## config.mk

```make
export PLATFORM = sky130hd
export DESIGN_NAME = subband_packer
export DESIGN_NICKNAME = d
export VERILOG_FILES = /design/src/rtl/subband_packer.sv
export SDC_FILE = /design/constraint.sdc
export NUM_CORES = 1
export LEC_CHECK = 0
export ABC_AREA = 0
export CORE_MARGIN = 4
export CORE_UTILIZATION = 50
export DETAILED_ROUTE_END_ITERATION = 7
export PLACE_DENSITY = 0.62
export SYNTH_ARGS = -nofsm -noshare
export SYNTH_HDL_FRONTEND = slang
export SYNTH_SLANG_ARGS = --single-unit
```

## constraint.sdc

```tcl
create_clock -name clk -period 3.1 [get_ports clk]
set_input_delay 0.465 -clock clk [delete_from_list [all_inputs] [get_ports clk]]
set_output_delay 0.465 -clock clk [all_outputs]
set_load 0.01 [all_outputs]
```

## src/rtl/subband_packer.sv

```systemverilog
// Ping-pong row buffer: takes L/H pairs, re-emits each row as all L words then all H words.
// First word is valid the cycle after the last pair of a row is accepted; in_ready drops only when both banks are full.
module subband_packer #(
  parameter int PAIRS = 32,
  parameter int DW    = 8
) (
  input  logic          clk,
  input  logic          rst_n,
  input  logic          in_valid,
  input  logic [DW-1:0] in_L,
  input  logic [DW-1:0] in_H,
  output logic          in_ready,
  output logic          out_valid,
  output logic [DW-1:0] out_data,
  output logic          out_band,
  output logic          out_last,
  input  logic          out_ready
);
  localparam int AW = $clog2(PAIRS);

  logic [DW-1:0] mem_l [2][PAIRS];
  logic [DW-1:0] mem_h [2][PAIRS];

  logic [1:0]    full;
  logic [1:0]    full_nxt;
  logic          wsel;
  logic          rsel;
  logic [AW-1:0] wptr;
  logic [AW:0]   rptr;
  logic          wr_en;
  logic          wr_done;
  logic          rd_en;
  logic          rd_done;
  logic [AW-1:0] ridx;

  assign in_ready  = !full[wsel];
  assign wr_en     = in_valid && in_ready;
  assign wr_done   = wr_en && (wptr == AW'(PAIRS - 1));
  assign out_valid = full[rsel];
  assign out_last  = out_valid && (rptr == (AW + 1)'(2 * PAIRS - 1));
  assign rd_en     = out_valid && out_ready;
  assign rd_done   = rd_en && out_last;
  assign ridx      = rptr[AW-1:0];

  // PAIRS is a power of two, so the top bit of rptr is the band select.
  always_comb begin
    out_data = '0;
    out_band = 1'b0;
    if (out_valid) begin
      out_band = rptr[AW];
      out_data = rptr[AW] ? mem_h[rsel][ridx] : mem_l[rsel][ridx];
    end
  end

  // Writer and reader never own the same bank when both act on one edge.
  always_comb begin
    full_nxt = full;
    if (wr_done) full_nxt[wsel] = 1'b1;
    if (rd_done) full_nxt[rsel] = 1'b0;
  end

  always_ff @(posedge clk) begin
    if (wr_en) begin
      mem_l[wsel][wptr] <= in_L;
      mem_h[wsel][wptr] <= in_H;
    end
  end

  always_ff @(posedge clk or negedge rst_n) begin
    if (!rst_n) begin
      full <= 2'b00;
      wsel <= 1'b0;
      rsel <= 1'b0;
      wptr <= '0;
      rptr <= '0;
    end else begin
      full <= full_nxt;
      if (wr_en)   wptr <= wptr + 1'b1;
      if (wr_done) wsel <= ~wsel;
      if (rd_en)   rptr <= rptr + 1'b1;
      if (rd_done) rsel <= ~rsel;
    end
  end

endmodule

```

==> results.ini <==
[run_status]
outcome=finished with violations
violations=negative setup slack

[final_layout]
area.growth.synth_to_final_pct=22.8
multiInputGateArea_um2=9180
drive_gt1_frac=0.384
fillerInstances=5449
number_of_antenna_diodes=0
final_net_count=2324
finished_core_util=0.622
ff_latch_area_um2=31100

[synthesis]
post_synth.cell_area_avg_um2=21.5
synth_fa_ha_area_frac=0.00187
synth_area_leader_cell=edfxtp_1
syn_inst=1870
synthesis.area_um2=40200
yosysWarnings=0
count_of_flip_flops_with_a_built_in_enable_after_synthesis=1024
part_of_the_yosys_area_used_for_sequential_elements=0.775
post_synth_and_or_nand_nor_area_fraction=0.0253
postSynth.topFlopCell=edfxtp_1
synthTopCellsByArea=edfxtp_1, mux4_2, mux2i_1
synth_top_family_by_area=multiplexers
synth.ff_latch_count=1039
synth_cell_type_count=60
synth.net_count=1896
portion_of_netlist_area_occupied_by_mux_cells=0.144
synthDominantCellAreaShare=0.766
complex_gate_fraction_of_the_synthesized_area=0.0330
async_flop_share=0.0144
xor_xnor_share_of_the_synthesized_area=0.00218

[routing]
vias_per_cell=6.20
drt-total-wl_mm=107
routed-via-count=21200
antenna_left=0
firstDrtPassIters=5
dr.first_iter.drc_count=2610
residual_drc=0
post_drt_wl_per_cell_um=31.2

[cts]
cts_made_buffers=105
cts_root_buffer=clkbuf_16
tritoncts_clock_tree=built
post_cts_clock_slew_at_the_launch_and_capture_registers_of_the_worst_setup_and_hold_paths_ps=60
clock_insertion_delay_worst_skew_ps=660
htree_levels=3
clock_path_buffers=3
tritoncts_sinks=1039

[sta]
fin_worst_hold_slack_ps=249
final-hold-violation-count=0
finalCriticalPeriod_ps=3730
finalSetupTns_ps=-4530
fin_worst_skew_ps=37.5
final-setup-viol-count=8
setup_repair_after_global_routing_missed_its_margin=true
fin_ws_ps=-630
slew-limit-headroom=0.176
slew_limit_fails=0
clock.fmax_mhz=268
post-route-period-util=1.20
timing_worst_slew_pin_value_ps=1240

[die]
die_area_um2=84900
placement_rows=103
ios=32
initial_utilization=0.507
chipWidth_um=291
die_height_um=291
core_um2=79300

[place]
place_congestion=0.991
port_buffers=31
dp_hpwl_mm=66.2

[critical_path]
path_max_fanout=7
max_stage_delay_ps=540
timing.critical_path.cells=buf_8 > buf_12 > nand3_2 > buf_12 > buf_6 > o22ai_1 > buf_4 > o41ai_4 > nand4_1 > nor2_4 > buf_6
crit_required_ps=2630
timing.critical_path.slowest_stage_cell=dfrtp_4
critPathArrivalTime_ps=3260
cp_class=flop to output port
worst_setup_path_end_kind=output port
cp-start-kind=flop

[global_routing]
track_usage=0.252
first_pass_grt_wire_length_mm=154
number_of_antenna_violations_at_the_first_check_in_global_routing=4
grt_pass1_vias=21300
largest_net_degree_at_the_start_of_global_routing=65
grt-ovfl-total=0

[worst_hold_path]
hp-class=input pin to flop

[power_and_ir_drop]
power.density_nw_per_um2=769
p_leak_nw=16.1
ir_drop_v=0.000896

[job]
maxcap_violations=0

cell families after synthesis:
family                   count (synthesis)
flip-flops                            1039
multiplexers                           314
AND/OR/NAND/NOR                        213
AO/OA/AOI/OAI                          186
buffers and inverters                  102
XOR/XNOR                                10
adder cells (fa/ha/maj)                  6
cell type report:
type                            instances  area share
Clock buffer                          126      0.0566
Clock inverter                         60      0.0131
Inverter                                5    0.000381
Multi-Input combinational cell        729       0.186
Sequential cell                      1039       0.631
Tap cell                             1050      0.0266
Timing Repair Buffer                  418      0.0859
critical path: cells and delay by family, from the launching register on:
family | cells | cell delay [ps]
AOI/OAI and AO/OA | 2 | 580
and+or+nand+nor | 3 | 590
buffers and inverters | 6 | 860
DFF | 1 | 540
cell usage in the layout, fill, tap and decap left out, types with 7 or more instances in the layout:
cell type and count:
edfxtp_1 1024, buf_4 287, mux4_2 211, clkbuf_16 110
mux2i_1 88, nor2_1 87, buf_12 62, o22ai_1 46
nand2_1 32, buf_6 31, clkinv_2 20, a22oi_1 19
clkbuf_1 17, clkinv_1 17, buf_2 16, o22ai_2 15
bufinv_16 13, nor2b_1 12, a21oi_2 12, dfrtp_1 12
nand3_1 11, a211oi_2 10, a21oi_1 9, mux2i_2 9
xnor2_1 9, a211oi_1 8, nor3_1 8, a22o_1 8
buf_16 7, buf_8 7
stage by stage:
step | power, W | cells | setup WS, ps | area (um^2)
after detailed placement | 0.0244 | 3188 | -903 | 44100
after floorplan | 0.0208 | 1870 | 344 | 40200
after global routing | 0.0391 | 3427 | -688 | 49300
final | 0.0379 | 3427 | -630 | 49300
after CTS | 0.0379 | 3420 | -608 | 49000
after global placement | 0.0243 | 3188 | -916 | 44100
worst paths after layout:
kind | startpoint | to | slack, ps | cells after the start
min in group asynchronous | rst_n | rsel | 340 | 1
max in group asynchronous | rst_n | rptr[0] | 2030 | 1
worst min register to register | wsel | wsel | 590 | 1
worst min-delay path | in_L[1] | mem_l[1][97] | 250 | 1
worst max register to register | wptr[2] | mem_h[1][218] | 620 | 3
worst max-delay path | rsel | out_data[0] | -630 | 11
state kept, by name (all words and copies together) (netlist names):
name / flops
mem_l: 512
rptr: 6
wptr: 5
rsel: 1
full: 2
wsel: 1
mem_h: 512
routing by layer:
layer / track usage / part of all wire / vias up / wire length [um]
li1: - / - / 8740 / -
met1: 0.368 / 0.40 / 11200 / 42900
met2: 0.392 / 0.47 / 1090 / 50800
met3: 0.0417 / 0.088 / 191 / 9440
met4: 0.0874 / 0.035 / 2 / 3800
met5: 0 / 0.000084 / - / 9
Yosys cell counts (all sizes together) (2+ instances only):
library cell	n
or2	3
nor3	13
dfrtp	15
o41ai	6
or3b	3
nand4	3
mux2	4
a21oi	23
a31oi	2
nand2	32
nand3	23
o21ai	2
inv	5
nor2	93
or4	2
a32oi	4
and2	4
and3	3
edfxtp	1024
nand2b	3
o22ai	67
nor2b	13
buf	76
mux2i	99
a211oi	21
o221ai	9
a22o	11
mux4	211
nand3b	6
xnor2	9
a2111oi	2
a221oi	5
a22oi	25
o32ai	4
clkbuf	21
nor4	5
or3	4
ha	6
what timing repair did:
item / 4_1_cts / 5_1_grt
gates cloned: 7 / 1
endpoints found under the setup margin: 11 / 9
gates resized for setup: 217 / 50
buffers inserted: 46 / 13
pin swaps: 35 / 28
hold buffers: 0 / 0
power by group:
part	switching [W]	total, W	internal, W
sequential	0.000283	0.0163	0.0160
clock	0.00517	0.0126	0.00747
combinational	0.00483	0.00900	0.00416
total	0.0103	0.0379	0.0276
Note: power is estimated with default switching activity, not from simulation.
